File: src/rtl/router_pkg.sv
// Shared constants for the router slice: default channel count, timeout,
// soft-reset pulse width, the per-channel timer state encodings and a helper
// that derives the destination-address width from the channel count.
// Also consumed by router_top.
package router_pkg;

  localparam int ROUTER_NUM_CH_DEF   = 3;
  localparam int ROUTER_TIMEOUT_DEF  = 30;
  localparam int ROUTER_SRST_LEN_DEF = 1;

  localparam logic [1:0] TMR_IDLE  = 2'd0;
  localparam logic [1:0] TMR_COUNT = 2'd1;
  localparam logic [1:0] TMR_PULSE = 2'd2;

  // Address width is $clog2(NUM_CH) but never narrower than one bit.
  function automatic int router_aw(input int n);
    return (n <= 2) ? 1 : $clog2(n);
  endfunction

endpackage

File: src/rtl/router_sync_param_if.sv
// Bus between the router FSM/register stage (master) and the synchroniser
// (slave). Optional macro ROUTER_SYNC_TO_STATUS_EN adds the sticky timeout
// status output and its per-channel clear input.
interface router_sync_param_if
  import router_pkg::*;
#(
  parameter int NUM_CH = ROUTER_NUM_CH_DEF
) ();

  localparam int AW = router_aw(NUM_CH);

  logic              detect_add;
  logic [AW-1:0]     data_in;
  logic              write_en_reg;
  logic [NUM_CH-1:0] empty;
  logic [NUM_CH-1:0] full;
  logic [NUM_CH-1:0] re;
  logic [NUM_CH-1:0] valid;
  logic [NUM_CH-1:0] write_en;
  logic              fifo_full;
  logic              addr_err;
  logic [NUM_CH-1:0] sft_rst;
`ifdef ROUTER_SYNC_TO_STATUS_EN
  logic [NUM_CH-1:0] to_clr;
  logic [NUM_CH-1:0] to_status;
`endif

  modport master (
    output detect_add, data_in, write_en_reg, empty, full, re,
`ifdef ROUTER_SYNC_TO_STATUS_EN
    output to_clr,
    input  to_status,
`endif
    input  valid, write_en, fifo_full, addr_err, sft_rst
  );

  modport slave (
    input  detect_add, data_in, write_en_reg, empty, full, re,
`ifdef ROUTER_SYNC_TO_STATUS_EN
    input  to_clr,
    output to_status,
`endif
    output valid, write_en, fifo_full, addr_err, sft_rst
  );

endinterface

File: src/rtl/router_sync_timer.sv
// One channel's unread-data watchdog. Counts consecutive valid && !re edges;
// the TIMEOUT-th such edge starts a soft-reset pulse of SRST_LEN cycles,
// after which the channel returns to IDLE and starts a fresh window.
module router_sync_timer
  import router_pkg::*;
#(
  parameter int TIMEOUT  = ROUTER_TIMEOUT_DEF,
  parameter int SRST_LEN = ROUTER_SRST_LEN_DEF
) (
  input  logic clk,
  input  logic rst,
  input  logic valid,
  input  logic re,
  output logic sft_rst
);

  localparam int CW = $clog2(TIMEOUT + 1);
  localparam int PW = $clog2(SRST_LEN + 1);
  localparam logic [CW-1:0] CNT_LAST = CW'(TIMEOUT - 1);
  localparam logic [PW-1:0] PLS_LAST = PW'(SRST_LEN);

  logic [1:0]    state_q, state_d;
  logic [CW-1:0] cnt_q, cnt_d;
  logic [PW-1:0] pls_q, pls_d;

  // Next-state logic: the edge that would take cnt to TIMEOUT enters PULSE instead.
  always_comb begin
    state_d = state_q;
    cnt_d   = cnt_q;
    pls_d   = pls_q;
    case (state_q)
      TMR_IDLE: begin
        cnt_d = '0;
        pls_d = '0;
        if (valid && !re) begin
          state_d = TMR_COUNT;
          cnt_d   = CW'(1);
        end
      end
      TMR_COUNT: begin
        if (!valid || re) begin
          state_d = TMR_IDLE;
          cnt_d   = '0;
        end else if (cnt_q == CNT_LAST) begin
          state_d = TMR_PULSE;
          cnt_d   = '0;
          pls_d   = PW'(1);
        end else begin
          cnt_d = cnt_q + CW'(1);
        end
      end
      TMR_PULSE: begin
        if (pls_q == PLS_LAST) begin
          state_d = TMR_IDLE;
          pls_d   = '0;
        end else begin
          pls_d = pls_q + PW'(1);
        end
      end
      default: begin
        state_d = TMR_IDLE;
        cnt_d   = '0;
        pls_d   = '0;
      end
    endcase
  end

  // State registers with synchronous active-low reset.
  always_ff @(posedge clk) begin
    if (!rst) begin
      state_q <= TMR_IDLE;
      cnt_q   <= '0;
      pls_q   <= '0;
    end else begin
      state_q <= state_d;
      cnt_q   <= cnt_d;
      pls_q   <= pls_d;
    end
  end

  assign sft_rst = (state_q == TMR_PULSE);

endmodule

File: src/rtl/router_sync_param.sv
// Parametrised router synchroniser: latches the destination address, steers
// the write enable to one FIFO, muxes back its full flag, reports bad
// addresses and soft-resets channels left unread for TIMEOUT cycles.
// Optional macro ROUTER_SYNC_TO_STATUS_EN adds sticky per-channel timeout status.
module router_sync_param
  import router_pkg::*;
#(
  parameter int NUM_CH   = ROUTER_NUM_CH_DEF,
  parameter int TIMEOUT  = ROUTER_TIMEOUT_DEF,
  parameter int SRST_LEN = ROUTER_SRST_LEN_DEF,
  parameter int AW       = router_aw(NUM_CH)
) (
  input  logic                clk,
  input  logic                rst,
  router_sync_param_if.slave  bus
);

  localparam logic [AW:0] NUM_CH_W = NUM_CH[AW:0];

  logic [AW-1:0]     addr_q, addr_d;
  logic [NUM_CH-1:0] valid_w;
  logic [NUM_CH-1:0] sft_w;
  logic [NUM_CH-1:0] write_en_w;
  logic              fifo_full_w;

  // Capture a new destination address only when the FSM flags it.
  always_comb begin
    addr_d = addr_q;
    if (bus.detect_add) begin
      addr_d = bus.data_in;
    end
  end

  // Address register; steering always uses the previously latched value.
  always_ff @(posedge clk) begin
    if (!rst) begin
      addr_q <= '0;
    end else begin
      addr_q <= addr_d;
    end
  end

  // Decode the latched address; an out-of-range address matches no channel.
  always_comb begin
    write_en_w  = '0;
    fifo_full_w = 1'b0;
    for (int i = 0; i < NUM_CH; i++) begin
      if (addr_q == AW'(i)) begin
        write_en_w[i] = bus.write_en_reg;
        fifo_full_w   = bus.full[i];
      end
    end
  end

  assign valid_w       = ~bus.empty;
  assign bus.valid     = valid_w;
  assign bus.write_en  = write_en_w;
  assign bus.fifo_full = fifo_full_w;
  assign bus.addr_err  = ({1'b0, addr_q} >= NUM_CH_W);
  assign bus.sft_rst   = sft_w;

  for (genvar g = 0; g < NUM_CH; g++) begin : g_ch
    router_sync_timer #(
      .TIMEOUT  (TIMEOUT),
      .SRST_LEN (SRST_LEN)
    ) u_timer (
      .clk     (clk),
      .rst     (rst),
      .valid   (valid_w[g]),
      .re      (bus.re[g]),
      .sft_rst (sft_w[g])
    );
  end

`ifdef ROUTER_SYNC_TO_STATUS_EN
  logic [NUM_CH-1:0] sft_prev_q, sft_prev_d;
  logic [NUM_CH-1:0] to_status_q, to_status_d;
  logic [NUM_CH-1:0] sft_rise;

  // Sticky status: a rising soft reset sets it and wins over a same-cycle clear.
  always_comb begin
    sft_rise    = sft_w & ~sft_prev_q;
    sft_prev_d  = sft_w;
    to_status_d = (to_status_q & ~bus.to_clr) | sft_rise;
  end

  // Status and edge-detect registers.
  always_ff @(posedge clk) begin
    if (!rst) begin
      sft_prev_q  <= '0;
      to_status_q <= '0;
    end else begin
      sft_prev_q  <= sft_prev_d;
      to_status_q <= to_status_d;
    end
  end

  assign bus.to_status = to_status_q | sft_rise;
`endif

endmodule

File: src/flat_wrapper.sv
// flat-port wrapper written by rule: the top's interface ports become plain ports
module router_sync_param_flat import router_pkg::*;
#(
  parameter int NUM_CH   = ROUTER_NUM_CH_DEF,
  parameter int TIMEOUT  = ROUTER_TIMEOUT_DEF,
  parameter int SRST_LEN = ROUTER_SRST_LEN_DEF,
  parameter int AW       = router_aw(NUM_CH)
)
  (clk, rst, bus_detect_add, bus_data_in, bus_write_en_reg, bus_empty, bus_full, bus_re, bus_valid, bus_write_en, bus_fifo_full, bus_addr_err, bus_sft_rst);
  router_sync_param_if #(.NUM_CH(NUM_CH)) bus_i ();
  input  logic clk;
  input  logic rst;
  input wire logic [$bits(bus_i.detect_add)-1:0] bus_detect_add;
  input wire logic [$bits(bus_i.data_in)-1:0] bus_data_in;
  input wire logic [$bits(bus_i.write_en_reg)-1:0] bus_write_en_reg;
  input wire logic [$bits(bus_i.empty)-1:0] bus_empty;
  input wire logic [$bits(bus_i.full)-1:0] bus_full;
  input wire logic [$bits(bus_i.re)-1:0] bus_re;
  output wire logic [$bits(bus_i.valid)-1:0] bus_valid;
  output wire logic [$bits(bus_i.write_en)-1:0] bus_write_en;
  output wire logic [$bits(bus_i.fifo_full)-1:0] bus_fifo_full;
  output wire logic [$bits(bus_i.addr_err)-1:0] bus_addr_err;
  output wire logic [$bits(bus_i.sft_rst)-1:0] bus_sft_rst;
  assign bus_i.detect_add = bus_detect_add;
  assign bus_i.data_in = bus_data_in;
  assign bus_i.write_en_reg = bus_write_en_reg;
  assign bus_i.empty = bus_empty;
  assign bus_i.full = bus_full;
  assign bus_i.re = bus_re;
  assign bus_valid = bus_i.valid;
  assign bus_write_en = bus_i.write_en;
  assign bus_fifo_full = bus_i.fifo_full;
  assign bus_addr_err = bus_i.addr_err;
  assign bus_sft_rst = bus_i.sft_rst;
  router_sync_param #(.NUM_CH(NUM_CH), .TIMEOUT(TIMEOUT), .SRST_LEN(SRST_LEN), .AW(AW)) u_core (.clk(clk), .rst(rst), .bus(bus_i));
endmodule
File: config.mk
export PLATFORM = sky130hd
export DESIGN_NAME = router_sync_param_flat
export DESIGN_NICKNAME = d
export VERILOG_FILES = /design/src/rtl/router_pkg.sv /design/src/rtl/router_sync_param_if.sv /design/src/rtl/router_sync_timer.sv /design/src/rtl/router_sync_param.sv /design/src/flat_wrapper.sv
export SDC_FILE = /design/constraint.sdc
export NUM_CORES = 1
export LEC_CHECK = 0
export BUFFER_PORTS_ARGS = -buffer_cell sky130_fd_sc_hd__buf_2
export CORE_MARGIN = 5
export CORE_UTILIZATION = 35
export DETAILED_ROUTE_END_ITERATION = 10
export PLACE_DENSITY = 0.57
export SLEW_MARGIN = 15
export SYNTH_ARGS = -nofsm -noshare
export SYNTH_HDL_FRONTEND = slang
export SYNTH_SLANG_ARGS = --single-unit
File: constraint.sdc
create_clock -name clk -period 3 [get_ports clk]
set_input_delay 0.3 -clock clk [delete_from_list [all_inputs] [get_ports clk]]
set_output_delay 0.3 -clock clk [all_outputs]
set_load 0.005 [all_outputs]
==> After elaboration in Yosys (flattened, before gate mapping) <==
Index checks and enable logic that the tools add are counted.
{ "word_totals": {"ff_bits": 26, "inputBits": 15, "word_cells": 111} }
{ "classes": {"reduce_logical": 22, "n_mux": 45, "eq_ne": 26, "order_cmp": 1, "bitwise": 1, "addsub": 6} }
{ "ops": {"columns": ["operator", "count"], "rows": [
  ["$pmux 5 s3", 3],
  ["$mux 5", 6],
  ["$mux 2", 12],
  ["$mux 1", 18],
  ["$ne 2x2->1 const B", 9],
  ["$pmux 2 s3", 3],
  ["$add 5x1->5 const B", 3],
  ["$eq 5x5->1 const B", 3],
  ["$ne 3x3->1 const B", 3],
  ["$reduce_and 3->1", 3],
  ["$eq 2x1->1 const B", 4],
  ["$eq 2x2->1 const B", 4],
  ["$logic_not 2->1", 4],
  ["$logic_not 1->1", 6],
  ["$ne 2x1->1 const B", 3],
  ["$pmux 1 s2", 3],
  ["$reduce_and 2->1", 3],
  ["$add 1x1->1 const B", 3],
  ["$logic_and 1x1->1", 3],
  ["$logic_or 1x1->1", 3],
  ["$not 3->3", 1],
  ["$ge 2x2->1 const B", 1]
]} }

==> Depth between registers and ports, before layout <==
Gate-level depths: netlist of run 1.
{ "logic_depth": {"ltp_word": 5, "ltp_mapped": 6, "ltp_nobuf": 5} }

==> Modules after synthesis <==
From an unflattened synthesis of run 1, not the netlist that was laid out.
{ "unflattened": {"cells_unflattened": 200, "hier_area_um2": 1745.4} }
{ "by_module_without_submodules": {"columns": ["mod", "instances", "seq_area_each_um2", "area_each_um2", "cells_each"], "rows": [
  ["router_sync_timer", 3, 160.2, 535.5, 61],
  ["router_sync_param", 1, 40.0, 138.9, 17]
]} }

==> Worst setup path after synthesis of run 1 <==
Ideal clock, no wire load.
{ "synth_path": {"kind": "reg2reg", "startpoint": "register u_core.g_ch[1].u_timer.state_q[1]", "endpoint": "register u_core.g_ch[1].u_timer.cnt_q[3]", "setup_slack_ns": 1.362, "n_path_buf": 0, "stages_incl_launch_ff": 6, "t_arrival_ns": 1.563, "required_ns": 2.924, "path_cell_list": "dfxtp_1 > inv_1 > ha_1 > or3b_1 > or4_1 > a31oi_1"} }
{ "synth_between": {"elab_chain_len": 2, "word_cells_on_any_way": 4, "cone_classes": "2 x eq/ne; 1 x mux; 1 x reduce/logical"} }
{ "synth_lines": {"columns": ["element", "line_no", "rtl"], "rows": [
  ["start, declared", "router_sync_timer.sv:22", "logic [1:0] state_q, state_d;"],
  ["start signal, assigned", "router_sync_timer.sv:75", "state_q <= state_d;"],
  ["$eq 2x2->1 (tied with other cells)", "router_sync_timer.sv:31", "case (state_q)"],
  ["$pmux 5 s3", "router_sync_timer.sv:31", null],
  ["end signal, assigned", "router_sync_timer.sv:76", "cnt_q <= cnt_d;"],
  ["end, declared", "router_sync_timer.sv:23", "logic [CW-1:0] cnt_q, cnt_d;"]
]} }
Parallel ways exist; a longest one is shown, timed or not.
A chain may end at the register's enable or synchronous reset.

==> Final worst setup path of run 1 <==
{ "layout_path": {"startpoint": "register u_core.g_ch[2].u_timer.state_q[1]", "endpoint": "register u_core.g_ch[2].u_timer.cnt_q[4]"} }
{ "layout_between": {"elab_chain_len": 2, "word_cells_on_any_way": 4, "cone_classes": "2 x eq/ne; 1 x mux; 1 x reduce/logical"} }
{ "layout_lines": {"columns": ["element", "line_no"], "rows": [
  ["start, declared", "router_sync_timer.sv:22"],
  ["start signal, assigned", "router_sync_timer.sv:75"],
  ["$eq 2x2->1 (tied with other cells)", "router_sync_timer.sv:31"],
  ["$pmux 5 s3", "router_sync_timer.sv:31"],
  ["end signal, assigned", "router_sync_timer.sv:76"],
  ["end, declared", "router_sync_timer.sv:23"]
]} }
Parallel ways exist; a longest one is shown, timed or not.

==> impl_metrics.prom, run 1 <==
# TYPE chip_impl_metric gauge
chip_impl_info{name="run_status",value="complete, no violations"} 1
chip_impl_metric{name="worstRegToRegCells",unit=""} 5
chip_impl_metric{name="tightest_slew",unit="ns"} 0.588
chip_impl_metric{name="postSynthAreaPerCell",unit="sq um"} 8.57
chip_impl_metric{name="clk-insertion-delay-late",unit="ns"} 0.27
chip_impl_metric{name="layout-drive-gt1-share",unit=""} 0.161
chip_impl_info{name="min_from",value="bus_data_in[0]"} 1
chip_impl_metric{name="ctsHtreeMaxLevel",unit=""} 1
chip_impl_metric{name="post-cts-setup-buffer-count",unit=""} 0
chip_impl_metric{name="io_pins",unit=""} 26
chip_impl_metric{name="hold_viol_final",unit=""} 0
chip_impl_metric{name="yosysWarnings",unit=""} 0
chip_impl_info{name="layout.cells.most_common_list",value="26 x sky130_fd_sc_hd__dfxtp_1, 25 x sky130_fd_sc_hd__buf_2, 18 x sky130_fd_sc_hd__nand2_1, 18 x sky130_fd_sc_hd__ha_1, 16 x sky130_fd_sc_hd__inv_1"} 1
chip_impl_metric{name="drt-pass1-iter-count",unit=""} 4
chip_impl_metric{name="insertedDiodeCount",unit=""} 0
chip_impl_metric{name="core-area",unit="sq mm"} 0.00475
chip_impl_info{name="cts-root-buf",value="sky130_fd_sc_hd__clkbuf_8"} 1
chip_impl_metric{name="flow.area_growth_from_synthesis",unit="%"} 12.4
chip_impl_metric{name="highest_clock_rate",unit="MHz"} 528
chip_impl_info{name="worst_setup_path_end_kind",value="flop"} 1
chip_impl_metric{name="detailed_place_hpwl",unit="microns"} 2420
chip_impl_info{name="timing.critical_path.max_delay_family",value="simple AND/OR/NAND/NOR gates"} 1
chip_impl_metric{name="routedWlPerCell",unit="microns"} 11.6
chip_impl_metric{name="timing.final.ws_setup",unit="ns"} 1.11
chip_impl_metric{name="slowest_delay",unit="ns"} 0.52
chip_impl_metric{name="ctsResizeCount",unit=""} 0
chip_impl_metric{name="nNetsFinal",unit=""} 252
chip_impl_info{name="yosys_most_used_dff",value="sky130_fd_sc_hd__dfxtp_1"} 1
chip_impl_metric{name="netlist-cell-type-count",unit=""} 44
chip_impl_metric{name="post_syn_instances",unit=""} 201
chip_impl_metric{name="path_max_fanout",unit=""} 11
chip_impl_metric{name="chipHeight",unit="microns"} 80.1
chip_impl_metric{name="post-route-drc-count",unit=""} 0
chip_impl_metric{name="max-vdd-ir-drop",unit="V"} 0.000472
chip_impl_metric{name="cts.reportedPaths.clkPinSlew",unit="ns"} 0.10
chip_impl_metric{name="worst_ep_required_time",unit="ns"} 3.18
chip_impl_metric{name="max_cap_viol_count",unit=""} 0
chip_impl_metric{name="cp_num_buf_inv",unit=""} 1
chip_impl_metric{name="layout_min_cycle_time",unit="ns"} 1.89
chip_impl_metric{name="first_global_vias",unit=""} 1291
chip_impl_metric{name="drt_iter0_markers",unit=""} 53
chip_impl_metric{name="yosys_register_bits",unit=""} 26
chip_impl_metric{name="antenna_left",unit=""} 0
chip_impl_metric{name="route.detailed.vias_per_inst",unit=""} 5.02
chip_impl_metric{name="port_buffers",unit=""} 25
chip_impl_info{name="layout.cells.most_common",value="sky130_fd_sc_hd__dfxtp_1"} 1
chip_impl_metric{name="setup-violations-final",unit=""} 0
chip_impl_metric{name="vias",unit=""} 1430
chip_impl_info{name="timing_worst_setup_path_type",value="flop to flop"} 1
chip_impl_metric{name="post-route-period-util",unit=""} 0.631
chip_impl_metric{name="slew_headroom",unit=""} 0.606
chip_impl_metric{name="grt_pass1_wl",unit="microns"} 5760
chip_impl_metric{name="r2r_setup_slack",unit="ns"} 1.11
chip_impl_metric{name="layoutNonFillerInstCount",unit=""} 285
chip_impl_metric{name="static_leakage",unit="nW"} 0.732
chip_impl_info{name="worstReg2RegStart",value="u_core.g_ch[2].u_timer.state_q[1]$_SDFFE_PN0P_"} 1
chip_impl_metric{name="arrival",unit="ns"} 2.08
chip_impl_metric{name="postSynth.asyncResetShare",unit=""} 0
chip_impl_info{name="grt_setup_unrepaired",value="false"} 1
chip_impl_info{name="critical_path.reg2reg.endpoint",value="u_core.g_ch[2].u_timer.cnt_q[4]$_SDFFE_PN0P_"} 1
chip_impl_info{name="kind_of_start_point_of_the_critical_path",value="flop"} 1
chip_impl_metric{name="post_synth_edffs",unit=""} 0
chip_impl_metric{name="yosysSeqAreaShare",unit=""} 0.302
chip_impl_metric{name="postSynthNetCount",unit=""} 234
chip_impl_metric{name="gpl.final_weighted_congestion",unit=""} 0.742
chip_impl_metric{name="die_area",unit="sq mm"} 0.00642
chip_impl_metric{name="finalMaxSlewViolations",unit=""} 0
chip_impl_metric{name="grt_start_max_net_pins",unit=""} 20
chip_impl_metric{name="initial_utilization",unit=""} 0.362
chip_impl_metric{name="power_density",unit="mW/mm^2"} 441
chip_impl_metric{name="clockBufferDepth",unit=""} 2
chip_impl_metric{name="die_w",unit="microns"} 80.1
chip_impl_metric{name="hold_path_depth",unit=""} 3
chip_impl_info{name="cts_tree",value="built"} 1
chip_impl_metric{name="synth_area",unit="sq mm"} 0.00172
chip_impl_metric{name="track_usage",unit=""} 0.109
chip_impl_metric{name="dpl.cell_count",unit=""} 281
chip_impl_info{name="hold_class",value="primary input to flop"} 1
chip_impl_metric{name="pre_cts_slack",unit="ns"} 1.14
chip_impl_metric{name="cts.sink_count",unit=""} 26
chip_impl_metric{name="worst_clock_skew_on_the_final_layout",unit="ns"} 0.00609
chip_impl_metric{name="overflow",unit=""} 0
chip_impl_info{name="hold-path-endpoint",value="u_core.addr_q[0]$_SDFFE_PN0P_"} 1
chip_impl_metric{name="cts-hold-fix-buffers",unit=""} 0
chip_impl_metric{name="final_util",unit=""} 0.407
chip_impl_metric{name="setup_tns",unit="ns"} 0
chip_impl_info{name="path_cells",value="inv_1 > ha_1 > nor3b_2 > or4b_1 > a31oi_1"} 1
chip_impl_metric{name="routed_wirelength",unit="microns"} 3300
chip_impl_info{name="critical_path.slowest_cell",value="sky130_fd_sc_hd__nor3b_2"} 1
chip_impl_metric{name="rows",unit=""} 25
chip_impl_metric{name="grt_antenna_before_repair",unit=""} 0
chip_impl_metric{name="numCtsBuffers",unit=""} 3
## per-layer routing
metal / vias up / GRT usage / share of wire
met1: 643 / 0.150 / 0.51
met3: 2 / 0.0269 / 0.032
met5: - / 0 / 0
li1: 768 / - / -
met2: 17 / 0.171 / 0.45
met4: 0 / 0.0304 / 0.0082
## final cells by class
cell class | count | area, sq um
fill | 512 | 2820
multi-input combinational | 145 | 1060
sequential | 26 | 520
timing repair buffer | 26 | 133
tap | 67 | 83.8
inverter | 17 | 63.8
clock buffer | 3 | 41.3
clock inverter | 1 | 30.0
## cells in the mapped netlist, types with 3 or more instances
cell type	count	area share
sky130_fd_sc_hd__clkbuf_1	5	0.011
sky130_fd_sc_hd__nand3_1	10	0.029
sky130_fd_sc_hd__dfxtp_1	26	0.30
sky130_fd_sc_hd__nand4_1	7	0.025
sky130_fd_sc_hd__a32oi_1	3	0.015
sky130_fd_sc_hd__or4b_1	4	0.023
sky130_fd_sc_hd__a22oi_1	3	0.013
sky130_fd_sc_hd__nand2_1	18	0.039
sky130_fd_sc_hd__nor3b_1	7	0.031
sky130_fd_sc_hd__nand4b_1	3	0.015
sky130_fd_sc_hd__o21a_1	3	0.013
sky130_fd_sc_hd__a211oi_1	3	0.013
sky130_fd_sc_hd__a21oi_1	10	0.029
sky130_fd_sc_hd__nor2_1	11	0.024
sky130_fd_sc_hd__buf_4	6	0.026
sky130_fd_sc_hd__ha_1	18	0.13
sky130_fd_sc_hd__mux2i_1	7	0.041
sky130_fd_sc_hd__nand3b_1	3	0.013
sky130_fd_sc_hd__inv_1	16	0.035
sky130_fd_sc_hd__a31oi_1	6	0.022
## how the worst max path moves through the flow
stage / slack, ns / startpoint / cells after the start / to
2_1_floorplan: 1.36 / u_core.g_ch[1].u_timer.state_q[1]$_SDFFE_PN0P_ / 5 / u_core.g_ch[1].u_timer.cnt_q[3]$_SDFFE_PN0P_
4_1_cts: 1.11 / u_core.g_ch[2].u_timer.state_q[1]$_SDFFE_PN0P_ / 5 / u_core.g_ch[2].u_timer.cnt_q[4]$_SDFFE_PN0P_
6_report: 1.11 / u_core.g_ch[2].u_timer.state_q[1]$_SDFFE_PN0P_ / 5 / u_core.g_ch[2].u_timer.cnt_q[4]$_SDFFE_PN0P_
3_5_place_dp: 1.14 / u_core.g_ch[2].u_timer.state_q[1]$_SDFFE_PN0P_ / 5 / u_core.g_ch[2].u_timer.cnt_q[3]$_SDFFE_PN0P_
5_1_grt: 0.97 / u_core.g_ch[2].u_timer.state_q[1]$_SDFFE_PN0P_ / 5 / u_core.g_ch[2].u_timer.cnt_q[4]$_SDFFE_PN0P_
3_3_place_gp: 1.19 / u_core.g_ch[2].u_timer.state_q[1]$_SDFFE_PN0P_ / 5 / u_core.g_ch[2].u_timer.cnt_q[4]$_SDFFE_PN0P_
## cell families after synthesis
group	count (synthesis)	synth area share
flip-flops	26	0.302
multiplexers	7	0.0407
buffers and inverters	30	0.0799
adder cells (fa/ha/maj)	18	0.131
AND/OR/NAND/NOR	77	0.268
AO/OA/AOI/OAI	43	0.178
## metrics by stage
| stage | power [W] | hold WS [ns] | cell area (sq um) |
|---|---|---|---|
| after detailed placement | 0.000571 | 0.475 | 1860 |
| after floorplan | 0.000523 | 0.447 | 1720 |
| after global routing | 0.000911 | 0.259 | 1940 |
| final | 0.000854 | 0.256 | 1940 |
| after global placement | 0.000569 | 0.469 | 1860 |
| after CTS | 0.000871 | 0.248 | 1940 |
## worst min-delay path: stages
cell and delay, ns:
sky130_fd_sc_hd__buf_2 0.07, sky130_fd_sc_hd__mux2i_1 0.05, sky130_fd_sc_hd__nor2_1 0.07
## registers in the layout, summed over array words and instances (netlist names)
name and cells:
u_core.g_ch.u_timer.state_q 6, u_core.g_ch.u_timer.pls_q 3, u_core.g_ch.u_timer.cnt_q 15, u_core.addr_q 2
## power breakdown
| part | switching [W] | internal (W) | leakage [nW] |
|---|---|---|---|
| registers | 0.0000165 | 0.000363 | 0.211 |
| clock network | 0.000115 | 0.000179 | 0.0357 |
| logic | 0.0000980 | 0.0000832 | 0.485 |
| total | 0.000229 | 0.000625 | 0.732 |
Note: power is estimated with default switching activity, not from simulation.
==> run 2, diff against run 1 <==
--- a/config.mk
+++ b/config.mk
@@ -5,11 +5,12 @@
 export SDC_FILE = /design/constraint.sdc
 export NUM_CORES = 1
 export LEC_CHECK = 0
+export ABC_AREA = 1
 export BUFFER_PORTS_ARGS = -buffer_cell sky130_fd_sc_hd__buf_2
 export CORE_MARGIN = 5
 export CORE_UTILIZATION = 35
 export DETAILED_ROUTE_END_ITERATION = 10
-export PLACE_DENSITY = 0.57
+export PLACE_DENSITY = 0.58
 export SLEW_MARGIN = 15
 export SYNTH_ARGS = -nofsm -noshare
 export SYNTH_HDL_FRONTEND = slang
==> constraint.sdc (replaced) <==
create_clock -name clk -period 1.82 [get_ports clk]
set_input_delay 0.182 -clock clk [delete_from_list [all_inputs] [get_ports clk]]
set_output_delay 0.182 -clock clk [all_outputs]
set_load 0.005 [all_outputs]
==> impl_metrics.prom, run 2 <==
# TYPE chip_impl_metric gauge
chip_impl_info{name="run_status",value="complete, no violations"} 1
chip_impl_info{name="largest-register",value="u_core.g_ch.u_timer.cnt_q"} 1
chip_impl_metric{name="setup-violations-final",unit=""} 0
chip_impl_metric{name="chipHeight",unit="microns"} 79.2
chip_impl_metric{name="grt_start_max_net_pins",unit=""} 14
chip_impl_metric{name="holdWs",unit="ns"} 0.198
chip_impl_metric{name="cts.sink_count",unit=""} 26
chip_impl_info{name="kind_of_start_point_of_the_critical_path",value="flop"} 1
chip_impl_metric{name="die_area",unit="sq mm"} 0.00627
chip_impl_metric{name="static_leakage",unit="nW"} 0.899
chip_impl_info{name="post_synth_most_frequent_cells",value="53 x sky130_fd_sc_hd__nand2_1, 43 x sky130_fd_sc_hd__inv_1, 34 x sky130_fd_sc_hd__nor2_1, 26 x sky130_fd_sc_hd__dfxtp_1, 18 x sky130_fd_sc_hd__ha_1"} 1
chip_impl_metric{name="clockBufferDepth",unit=""} 2
chip_impl_metric{name="first_global_vias",unit=""} 1384
chip_impl_metric{name="io_pins",unit=""} 26
chip_impl_metric{name="ctsResizeCount",unit=""} 0
chip_impl_info{name="cts-root-buf",value="sky130_fd_sc_hd__clkbuf_8"} 1
chip_impl_metric{name="finalPower",unit="W"} 0.00147
chip_impl_metric{name="ctsHtreeMaxLevel",unit=""} 1
chip_impl_metric{name="timing.final.ws_setup",unit="ns"} 0.391
chip_impl_metric{name="routedWlPerCell",unit="microns"} 9.59
chip_impl_metric{name="overflow",unit=""} 0
chip_impl_metric{name="post_synth_edffs",unit=""} 0
chip_impl_metric{name="worst_clock_skew_on_the_final_layout",unit="ns"} 0.00907
chip_impl_metric{name="clk-insertion-delay-late",unit="ns"} 0.27
chip_impl_metric{name="hold_viol_final",unit=""} 0
chip_impl_metric{name="flow.area_growth_from_synthesis",unit="%"} 10.8
chip_impl_metric{name="layout_min_cycle_time",unit="ns"} 1.43
chip_impl_metric{name="netlist-cell-type-count",unit=""} 22
chip_impl_metric{name="max_cap_viol_count",unit=""} 0
chip_impl_metric{name="routed_wirelength",unit="microns"} 3080
chip_impl_metric{name="yosys_register_bits",unit=""} 26
chip_impl_info{name="worst_setup_path_end_kind",value="flop"} 1
chip_impl_metric{name="finalMaxSlewViolations",unit=""} 0
chip_impl_metric{name="die_w",unit="microns"} 79.2
chip_impl_info{name="yosys-top-cells-area",value="sky130_fd_sc_hd__dfxtp_1 31%, sky130_fd_sc_hd__ha_1 13%, sky130_fd_sc_hd__nand2_1 12%"} 1
chip_impl_metric{name="post-cts-setup-buffer-count",unit=""} 0
chip_impl_metric{name="tightest_slew",unit="ns"} 0.402
chip_impl_metric{name="yosys.area.top_type_share",unit=""} 0.311
chip_impl_info{name="registers_with_the_highest_flip_flop_counts",value="u_core.g_ch.u_timer.cnt_q x15, u_core.g_ch.u_timer.state_q x6, u_core.g_ch.u_timer.pls_q x3"} 1
chip_impl_metric{name="antenna_left",unit=""} 0
chip_impl_metric{name="yosysWarnings",unit=""} 0
chip_impl_info{name="timing_worst_setup_path_type",value="flop to flop"} 1
chip_impl_metric{name="post_syn_instances",unit=""} 247
chip_impl_metric{name="track_usage",unit=""} 0.103
chip_impl_metric{name="pre_cts_slack",unit="ns"} 0.398
chip_impl_metric{name="drt_iter0_markers",unit=""} 31
chip_impl_metric{name="power_density",unit="mW/mm^2"} 790
chip_impl_metric{name="grt_antenna_before_repair",unit=""} 0
chip_impl_metric{name="cts.reportedPaths.clkPinSlew",unit="ns"} 0.08
chip_impl_metric{name="grt_pass1_wl",unit="microns"} 5420
chip_impl_info{name="yosys_most_used_dff",value="sky130_fd_sc_hd__dfxtp_1"} 1
chip_impl_metric{name="groute.layer.met3.usage",unit=""} 0.0351
chip_impl_info{name="synthDominantAreaCellType",value="sky130_fd_sc_hd__dfxtp_1"} 1
chip_impl_info{name="cts_tree",value="built"} 1
chip_impl_metric{name="slew_headroom",unit=""} 0.729
chip_impl_metric{name="postSynthNetCount",unit=""} 280
chip_impl_metric{name="final_util",unit=""} 0.396
chip_impl_metric{name="path_max_fanout",unit=""} 7
chip_impl_metric{name="port_buffers",unit=""} 25
chip_impl_metric{name="core-area",unit="sq mm"} 0.00469
chip_impl_metric{name="drt-pass1-iter-count",unit=""} 4
chip_impl_metric{name="detailed_place_hpwl",unit="microns"} 2440
chip_impl_info{name="grt-busiest-layer",value="met2"} 1
chip_impl_metric{name="setup_tns",unit="ns"} 0
chip_impl_metric{name="postSynthAreaPerCell",unit="sq um"} 6.78
chip_impl_metric{name="rows",unit=""} 25
chip_impl_metric{name="insertedDiodeCount",unit=""} 0
chip_impl_info{name="hold_class",value="primary input to flop"} 1
chip_impl_metric{name="yosysSeqAreaShare",unit=""} 0.311
chip_impl_metric{name="arrival",unit="ns"} 1.59
chip_impl_metric{name="post-route-period-util",unit=""} 0.785
chip_impl_metric{name="global_routing_met2_resource_utilization",unit=""} 0.188
chip_impl_metric{name="cts-hold-fix-buffers",unit=""} 0
chip_impl_info{name="synth.most_common_cell",value="sky130_fd_sc_hd__nand2_1"} 1
chip_impl_metric{name="largest_reg_flops",unit=""} 15
chip_impl_metric{name="numCtsBuffers",unit=""} 3
chip_impl_metric{name="nNetsFinal",unit=""} 302
chip_impl_metric{name="layout-drive-gt1-share",unit=""} 0.131
chip_impl_metric{name="highest_clock_rate",unit="MHz"} 700
chip_impl_info{name="grt_setup_unrepaired",value="false"} 1
chip_impl_metric{name="gpl.final_weighted_congestion",unit=""} 0.768
chip_impl_info{name="layout.cells.most_common_list",value="53 x sky130_fd_sc_hd__nand2_1, 43 x sky130_fd_sc_hd__inv_1, 34 x sky130_fd_sc_hd__nor2_1, 26 x sky130_fd_sc_hd__dfxtp_1, 25 x sky130_fd_sc_hd__buf_2"} 1
chip_impl_metric{name="groute.layer.met1.usage",unit=""} 0.122
chip_impl_info{name="layout.cells.most_common",value="sky130_fd_sc_hd__nand2_1"} 1
chip_impl_metric{name="synth_area",unit="sq mm"} 0.00168
chip_impl_metric{name="route.detailed.vias_per_inst",unit=""} 4.51
chip_impl_metric{name="post-route-drc-count",unit=""} 0
chip_impl_metric{name="fillers",unit=""} 514
chip_impl_metric{name="postSynth.asyncResetShare",unit=""} 0
chip_impl_metric{name="max-vdd-ir-drop",unit="V"} 0.000629
chip_impl_metric{name="initial_utilization",unit=""} 0.357
chip_impl_metric{name="worst_ep_required_time",unit="ns"} 1.98
chip_impl_metric{name="vias",unit=""} 1449
## run 2: metrics by stage
step | cell area (sq um) | std cells
after floorplan | 1680 | 247
after global placement | 1820 | 318
after detailed placement | 1820 | 318
after CTS | 1860 | 321
after global routing | 1860 | 321
final | 1860 | 321
## run 2: cell families (layout without fill, tap and decap cells)
family                   count (synthesis)  count (layout)  synth area share
XOR/XNOR                                 8               8            0.0418
flip-flops                              26              26             0.311
adder cells (fa/ha/maj)                 18              18             0.134
AO/OA/AOI/OAI                           29              29            0.0904
buffers and inverters                   51              71             0.128
AND/OR/NAND/NOR                        115             115             0.295
## run 2: power breakdown
group / total (W) / switching [W] / leakage (nW) / internal [W]
registers: 0.000660 / 0.0000397 / 0.212 / 0.000621
clock network: 0.000323 / 0.000175 / 0.0216 / 0.000148
logic: 0.000485 / 0.000291 / 0.666 / 0.000194
total: 0.00147 / 0.000505 / 0.899 / 0.000962
## run 2: per-layer routing
layer,wire [microns],up-vias
li1,-,793
met1,1540,630
met2,1370,24
met3,170,2
met4,4,0
met5,0,-
## run 2: path summary, 6_finish.rpt
kind / cells past startpoint / slack (ns) / end / start
setup / recovery: 6 / 0.39 / u_core.g_ch[1].u_timer.state_q[1]$_SDFFE_PN0P_ / u_core.g_ch[1].u_timer.state_q[0]$_SDFFE_PN0P_
hold / removal: 3 / 0.20 / u_core.addr_q[0]$_SDFFE_PN0P_ / bus_data_in[0]
setup reg to reg: 6 / 0.39 / u_core.g_ch[1].u_timer.state_q[1]$_SDFFE_PN0P_ / u_core.g_ch[1].u_timer.state_q[0]$_SDFFE_PN0P_
hold reg to reg: 2 / 0.49 / u_core.g_ch[2].u_timer.state_q[1]$_SDFFE_PN0P_ / u_core.g_ch[2].u_timer.state_q[1]$_SDFFE_PN0P_
## run 2: area by class of cell
type,count,area [sq um],share of cell area
clock buffer,3,41.3,0.0222
inverter,43,161,0.0869
multi-input combinational,170,941,0.507
sequential,26,520,0.280
tap,54,67.6,0.0364
timing repair buffer,25,125,0.0674
## run 2: worst max-delay path, stage by stage (launching register included)
cell	delay, ns
sky130_fd_sc_hd__dfxtp_1	0.36
sky130_fd_sc_hd__inv_1	0.09
sky130_fd_sc_hd__ha_1	0.30
sky130_fd_sc_hd__nand2_1	0.11
sky130_fd_sc_hd__o21ai_0	0.16
sky130_fd_sc_hd__nor3b_1	0.24
sky130_fd_sc_hd__nor2_1	0.06
